[src/rtl/tick_gen_pkg.sv]
// Shared constants and helpers for the multi-channel strobe/tone generator.
package tick_gen_pkg;

  localparam int unsigned CLK_HZ    = 100_000_000;
  localparam int unsigned DIV_250HZ = 400_000;
  localparam int unsigned DIV_1MHZ  = 100;
  localparam int unsigned DEF_CNT_W = 32;

  // Divide value that yields the requested strobe rate from the system clock.
  function automatic int unsigned hz_to_div(input int unsigned hz);
    return CLK_HZ / hz;
  endfunction

endpackage

[src/rtl/tick_ch.sv]
// One strobe/square channel: programmable divide, phase-reset on load,
// freeze on disable.
module tick_ch
  import tick_gen_pkg::*;
#(
  parameter int unsigned CNT_W   = DEF_CNT_W,
  parameter int unsigned DEF_DIV = 100
) (
  input  logic             clk,
  input  logic             rst,
  input  logic             en,
  input  logic             load,
  input  logic [CNT_W-1:0] div,
  output logic             tick,
  output logic             sq
);

  logic [CNT_W-1:0] div_q, div_d;
  logic [CNT_W-1:0] cnt_q, cnt_d;
  logic [CNT_W-1:0] cnt_inc;
  logic             tick_q, tick_d;
  logic             sq_q, sq_d;

  // Next-state: load restarts the phase, enable advances the count, else hold.
  always_comb begin
    div_d   = div_q;
    cnt_d   = cnt_q;
    tick_d  = 1'b0;
    sq_d    = sq_q;
    // Wrap back to 1 rather than 0 so a tick lands on the wrapping edge.
    cnt_inc = (cnt_q >= div_q) ? CNT_W'(1) : cnt_q + CNT_W'(1);
    if (load) begin
      div_d = div;
      cnt_d = '0;
      sq_d  = 1'b0;
    end else if (en) begin
      cnt_d  = cnt_inc;
      tick_d = (cnt_inc == CNT_W'(1));
      if (tick_d) begin
        sq_d = ~sq_q;
      end
    end
  end

  // State register with synchronous reset to the default divide.
  always_ff @(posedge clk) begin
    if (rst) begin
      div_q  <= CNT_W'(DEF_DIV);
      cnt_q  <= '0;
      tick_q <= 1'b0;
      sq_q   <= 1'b0;
    end else begin
      div_q  <= div_d;
      cnt_q  <= cnt_d;
      tick_q <= tick_d;
      sq_q   <= sq_d;
    end
  end

  assign tick = tick_q;
  assign sq   = sq_q;

endmodule

[src/rtl/tick_gen_multi.sv]
// Multi-channel strobe/tone generator: config write decode and validation,
// with one tick_ch per channel.
module tick_gen_multi
  import tick_gen_pkg::*;
#(
  parameter int unsigned NUM_CH  = 4,
  parameter int unsigned CNT_W   = DEF_CNT_W,
  parameter int unsigned DEF_DIV = 100,
  localparam int unsigned CH_W   = (NUM_CH > 1) ? $clog2(NUM_CH) : 1
) (
  input  logic              clk_100M,
  input  logic              rst,
  input  logic              cfg_we,
  input  logic [CH_W-1:0]   cfg_ch,
  input  logic [CNT_W-1:0]  cfg_div,
  input  logic [NUM_CH-1:0] ch_en,
  output logic [NUM_CH-1:0] tick,
  output logic [NUM_CH-1:0] sq,
  output logic              cfg_err
);

  // One extra bit so NUM_CH itself is representable for the range check.
  localparam logic [CH_W:0] NumChW = NUM_CH[CH_W:0];

  logic              cfg_ok;
  logic [NUM_CH-1:0] load;
  logic              cfg_err_q, cfg_err_d;

  // Validate the write and decode it to a one-hot per-channel load.
  always_comb begin
    cfg_ok    = ({1'b0, cfg_ch} < NumChW) && (cfg_div != '0);
    cfg_err_d = cfg_we && !cfg_ok;
    load      = '0;
    for (int i = 0; i < int'(NUM_CH); i++) begin
      load[i] = cfg_we && cfg_ok && (cfg_ch == CH_W'(i));
    end
  end

  // Rejected-write pulse, registered so it appears the cycle after the write.
  always_ff @(posedge clk_100M) begin
    if (rst) begin
      cfg_err_q <= 1'b0;
    end else begin
      cfg_err_q <= cfg_err_d;
    end
  end

  assign cfg_err = cfg_err_q;

  for (genvar g = 0; g < int'(NUM_CH); g++) begin : g_ch
    tick_ch #(
      .CNT_W  (CNT_W),
      .DEF_DIV(DEF_DIV)
    ) u_ch (
      .clk (clk_100M),
      .rst (rst),
      .en  (ch_en[g]),
      .load(load[g]),
      .div (cfg_div),
      .tick(tick[g]),
      .sq  (sq[g])
    );
  end

endmodule

[config.mk]
export PLATFORM = sky130hd
export DESIGN_NAME = tick_gen_multi
export DESIGN_NICKNAME = d
export VERILOG_FILES = /design/src/rtl/tick_gen_pkg.sv /design/src/rtl/tick_ch.sv /design/src/rtl/tick_gen_multi.sv
export SDC_FILE = /design/constraint.sdc
export NUM_CORES = 1
export LEC_CHECK = 0
export BUFFER_PORTS_ARGS = -buffer_cell sky130_fd_sc_hd__buf_4
export CORE_MARGIN = 2
export CORE_UTILIZATION = 50
export DETAILED_ROUTE_END_ITERATION = 10
export GPL_TIMING_DRIVEN = 0
export PLACE_DENSITY = 0.7
export SYNTH_ARGS = -nofsm -noshare
export SYNTH_HDL_FRONTEND = slang
export SYNTH_SLANG_ARGS = --single-unit
[constraint.sdc]
create_clock -name clk_100M -period 3.1 [get_ports clk_100M]
set_input_delay 0.465 -clock clk_100M [delete_from_list [all_inputs] [get_ports clk_100M]]
set_output_delay 0.465 -clock clk_100M [all_outputs]
set_load 0.01 [all_outputs]
Word-level counts from Yosys, hierarchy flattened
Index checks and enable logic that the tools add are counted.
{ "op_classes": {"bitwise_logic": 8, "n_mux": 4, "n_addsub": 4, "n_reduce_logical": 21, "magnitude_cmp": 4, "n_eq_ne": 7} }
{ "op_table": {"columns": ["operator", "count"], "rows": [
  ["adder 32 x 1 -> 32 bit, second input constant", 4],
  ["equality test 32 x 1 -> 1 bit, second input constant", 4],
  [">= comparator 32 bit", 4],
  ["2-to-1 mux 32 bit", 4],
  ["nonzero test 32 bit", 1],
  ["OR reduction 3 bit", 4],
  ["inverter 1 bit", 8],
  ["AND reduction 2 bit", 4],
  ["OR reduction 2 bit", 4],
  ["logical AND 1 bit", 6],
  ["equality test 2 bit, second input constant", 2],
  ["equality test 2 x 1 -> 1 bit, second input constant", 1],
  ["logical NOT 2 bit", 1],
  ["logical NOT 1 bit", 1]
]} }
{ "totals": {"elab_cells": 65, "inputBits": 41, "regBits": 265} }

Depth between registers and ports, before layout
{ "logic_depth": {"ltp_word": 4, "mapped_depth": 13, "mapped_depth_nobuf": 10} }

By module
Synthesis repeated with hierarchy kept, for this count alone.
{ "hier_totals": {"hier_cells": 2225, "area_unflattened_um2": 17733.3} }
{ "by_module_without_submodules": {"columns": ["mod", "instances", "area_per_inst_um2", "cells_per_inst"], "rows": [
  ["tick_ch", 4, 4396.7, 551],
  ["tick_gen_multi", 1, 146.4, 21]
]} }

Worst setup path before layout
Ideal clock, no wire load.
{ "synth_path": {"kind": "reg-to-reg", "startpoint": "reg g_ch[1].u_ch.cnt_q[13]", "endpoint": "reg g_ch[1].u_ch.sq_q", "setup_time_ns": 0.129, "stages_incl_launch_ff": 11, "arrival_time_ns": 2.860, "setup_slack_ns": 0.112, "period_less_slack_ns": 2.988, "path_cell_list": "dfxtp_1 > buf_2 > nand4_1 > or4_4 > buf_6 > or4_4 > mux2i_1 > o2111ai_1 > or4_4 > a21oi_1 > nor3b_2"} }
{ "synth_via": {"elab_chain_cells": 4, "word_cells_on_any_way": 5, "classes_between": "add/sub: 1; order compare: 1; eq/ne: 1; mux: 1; reduce/logical: 1"} }
{ "synth_rtl": {"columns": ["item", "line_no", "rtl"], "rows": [
  ["start, declared", "tick_ch.sv:19", "logic [CNT_W-1:0] cnt_q, cnt_d;"],
  ["start signal, assigned", "tick_ch.sv:54", "cnt_q <= cnt_d;"],
  ["adder 32 x 1 -> 32 bit / >= comparator 32 bit (equally long branches)", "tick_ch.sv:31", "cnt_inc = (cnt_q >= div_q) ? CNT_W'(1) : cnt_q + CNT_W'(1);"],
  ["2-to-1 mux 32 bit *", "tick_ch.sv:31", null],
  ["equality test 32 x 1 -> 1 bit *", "tick_ch.sv:38", "tick_d = (cnt_inc == CNT_W'(1));"],
  ["AND reduction 2 bit (no line) *", null, null],
  ["end signal, assigned", "tick_ch.sv:56", "sq_q <= sq_d;"],
  ["end, declared", "tick_ch.sv:22", "logic sq_q, sq_d;"]
]} }
Every way passes the cells marked *; elsewhere a longest branch is shown, timed or not.
A chain may end at the register's enable or synchronous reset.

Final worst setup path
{ "layout_path": {"startpoint": "reg g_ch[1].u_ch.cnt_q[4]", "endpoint": "reg g_ch[1].u_ch.sq_q"} }
The elaborated chain is that of the path after synthesis.

==> results.toml <==
[cts]
clk_path_buf_depth = 3
htreeDepth = 1
clock_sinks = 265
cts_hold_buf = 0
clk_pin_slew_ps = 60
root_buffer = "clkbuf_16"
cts_tree = "yes"
numCtsBuffers = 31
insertion_delay_ps = 590

[min_path]
worstHoldPathCells = 2
hp-class = "primary input to flop"
hp-start = "cfg_div[2]"
hold_end = "g_ch[0].u_ch.div_q[2]$_SDFFE_PP1P_"

[drt]
first_iter_violations = 1823
drcViolationCount = 0
ant_nets = 0
drt_pass1_iterations = 7
wirelength_microns = 52830
vias = 17209
via_per_inst = 6.072
wl_per_cell_microns = 18.64

[layout]
stdcell_count = 2834
fin_nets = 2534
antenna_cells = 0
n_fill_cell = 3173
drive_gt1_share_pct = 10.90
syn2layout_area_growth_pct = 15.02

[setup_path]
required_ps = 3550
arrival_ps = 3470
reg2reg_to = "g_ch[1].u_ch.sq$_SDFFE_PP0P_"
worst_setup_path_end_kind = "flop"
r2r-start = "g_ch[1].u_ch.cnt_q[4]$_SDFFE_PP0P_"
timing_worst_setup_path_type = "flop to flop"
ff2ff_path_depth = 9
crit_path_start_kind = "flop"
r2r_slack_ps = 80
crit_fanout = 10

[sta]
fin_tns_setup_ps = 0
fin_ws_ps = 83.03
clock.fmax_ghz = 0.3315
max_slew_margin_pct = 25.00
tightest_slew_ps = 1123
min_period_ps = 3017
final-setup-viol-count = 0
slew_violations = 0
period_share_pct = 97.32
clock_skew_ps = 8.797
hold_viol_final = 0

[placement]
port_buffers = 46
pre_cts_slack_ps = -667.2
dp.cells = 2765
hpwl_microns = 38300
place.gp.congestion = 0.9293

[pwr]
p_leak_nw = 7.655
p_per_area_nw_per_um2 = 408.2
ir_drop_v = 0.0005036
finalPower_mw = 8.015

[global_routing]
grt_max_degree = 16
grt_pass1_vias = 16018
grt_pass1_wl_microns = 84090
track_usage_pct = 28.78
antenna_found_initial = 0
grt_overflow = 0

[synth]
synth_edf_count = 0
synthFlopType = "dfxtp_1"
synth_area_leaders = "dfxtp_1, ha_1, nand2_1, a21oi_1, o21ai_0"
syn_inst = 2271
ys_warn_count = 0
netlist.area_leader.share_pct = 31.08
ys_seq_elements = 265
synth_area_per_cell_sq_um = 7.516
synth_cell_types = 72
syn_area_sq_um = 17070
mappedNetlistNets = 2444
synth-async-reset-ratio_pct = 0
seq_area_frac_synth_pct = 31.08
synth_area_leader_cell = "dfxtp_1"

[die]
die-area_sq_um = 35630
fp.dieH_microns = 188.8
initial_core_util_pct = 50.78
ioPinCount = 50
core_area_sq_um = 33620
rows = 67
dieWidth_microns = 188.8

[run_status]
status = "finished clean"

[job]
cap_violations = 0
==> synth_stat cells, drive strengths merged, types with 4 or more instances <==
cell and count:
and4 20, nor4 50, clkbuf 138, and4b 4, a31oi 13, a21oi 198, nand3b 30, nand4 58
xnor2 23, a31o 4, a22oi 12, a221oi 6, or2 14, o21ai 130, xor2 5, a311oi 5
o21a 6, nor3 69, a32o 43, a211o 18, nor2 149, or4 14, a211oi 16, o31ai 12
inv 161, nand3 74, o211a 5, and3 44, nor2b 10, and2 12, nand2 316, nor4b 4
nor3b 21, a21o 52, o211ai 11, buf 20, or3 24, ha 132, mux2i 36, dfxtp 265
nand2b 8
==> placed cells by master, fill, tap and decap left out, types with 14 or more instances in the layout <==
cell,n
nor3b_1,19
a32o_1,43
and4_1,20
or3_1,23
dfxtp_2,14
mux2i_1,36
ha_1,131
nor2_1,147
nor3_1,66
o21ai_0,125
nand3b_1,30
a21oi_1,196
dfxtp_1,251
inv_1,161
clkbuf_1,97
clkbuf_2,23
buf_4,75
a21o_1,52
nor4_1,30
a211o_1,18
a211oi_1,14
clkbuf_16,31
and3_1,44
nand2_1,315
xnor2_1,23
nand4_1,57
nand3_1,70
==> state kept, by name (all words and copies together) (netlist names) <==
register and flops:
g_ch.u_ch.cnt_q 128, g_ch.u_ch.sq 4, g_ch.u_ch.tick 4, g_ch.u_ch.div_q 128, cfg_err 1
==> per-layer routing <==
metal	global-route usage, %	vias up	wire length (microns)
met2	47.61	621	24450
li1	-	8350	-
met5	0	-	0
met1	38.70	8116	23310
met3	3.744	122	3337
met4	9.736	0	1730
==> what timing repair did <==
item | in CTS | in global routing
endpoints found under the hold margin | 0 | 0
buffers inserted | 2 | 16
pin swaps | 5 | 20
endpoints found under the setup margin | 129 | 100
cloned | 0 | 0
resized for setup | 52 | 129
==> stage by stage <==
step | hold WS [ps] | util, % | cell area (sq um)
6_report | 167.0 | 58.40 | 19630
5_1_grt | 149.9 | 58.40 | 19630
4_1_cts | 141.5 | 57.15 | 19210
3_5_place_dp | 447.5 | 53.47 | 17970
3_3_place_gp | 443.4 | 53.47 | 17970
2_1_floorplan | 435.4 | - | 17070
==> critical path: stages (launching register included) <==
cell,delay (ps)
dfxtp_1,420
buf_2,270
nand4_1,280
nor4_4,400
nand4_1,210
a221oi_1,360
nand4_1,180
or4_4,550
a21oi_2,150
nor3b_2,60
==> worst max-delay path by stage <==
stage | to | depth (start not counted) | start
3_3_place_gp | g_ch[2].u_ch.cnt_q[10]$_SDFFE_PP0P_ | 12 | g_ch[2].u_ch.cnt_q[0]$_SDFFE_PP0P_
6_report | g_ch[1].u_ch.sq$_SDFFE_PP0P_ | 9 | g_ch[1].u_ch.cnt_q[4]$_SDFFE_PP0P_
5_1_grt | g_ch[0].u_ch.sq$_SDFFE_PP0P_ | 9 | g_ch[0].u_ch.cnt_q[1]$_SDFFE_PP0P_
2_1_floorplan | g_ch[1].u_ch.sq$_SDFFE_PP0P_ | 10 | g_ch[1].u_ch.cnt_q[13]$_SDFFE_PP0P_
4_1_cts | g_ch[0].u_ch.sq$_SDFFE_PP0P_ | 9 | g_ch[0].u_ch.cnt_q[1]$_SDFFE_PP0P_
3_5_place_dp | g_ch[2].u_ch.cnt_q[10]$_SDFFE_PP0P_ | 12 | g_ch[2].u_ch.cnt_q[0]$_SDFFE_PP0P_
==> where the power goes <==
group          leakage, nW  switching (mW)  internal [mW]
sequential            2.15          0.0496           3.48
clock                0.510            1.58           2.20
combinational         4.99           0.465          0.237
total                 7.66            2.10           5.92
==> cells by family after synthesis <==
| group | share of synthesized area, % |
|---|---|
| simple gates | 27.25 |
| compound gates | 21.15 |
| buf+inv | 7.301 |
| flops | 31.08 |
| fa+ha+maj | 9.676 |
| mux | 2.111 |
| xor+xnor | 1.437 |
==> area by class of cell <==
| cell class | instances | area (sq um) | area share [%] |
|---|---|---|---|
| Inverter | 162 | 608.1 | 3.097 |
| Multi-Input combinational cell | 1686 | 10880 | 55.41 |
| Clock buffer | 42 | 897.1 | 4.569 |
| Buffer | 151 | 728.2 | 3.709 |
| Sequential cell | 265 | 5323 | 27.11 |
| Tap cell | 448 | 560.5 | 2.855 |
| Clock inverter | 16 | 156.4 | 0.7966 |
| Timing Repair Buffer | 64 | 480.5 | 2.447 |
No activity file was read; power rests on OpenSTA's default activity.
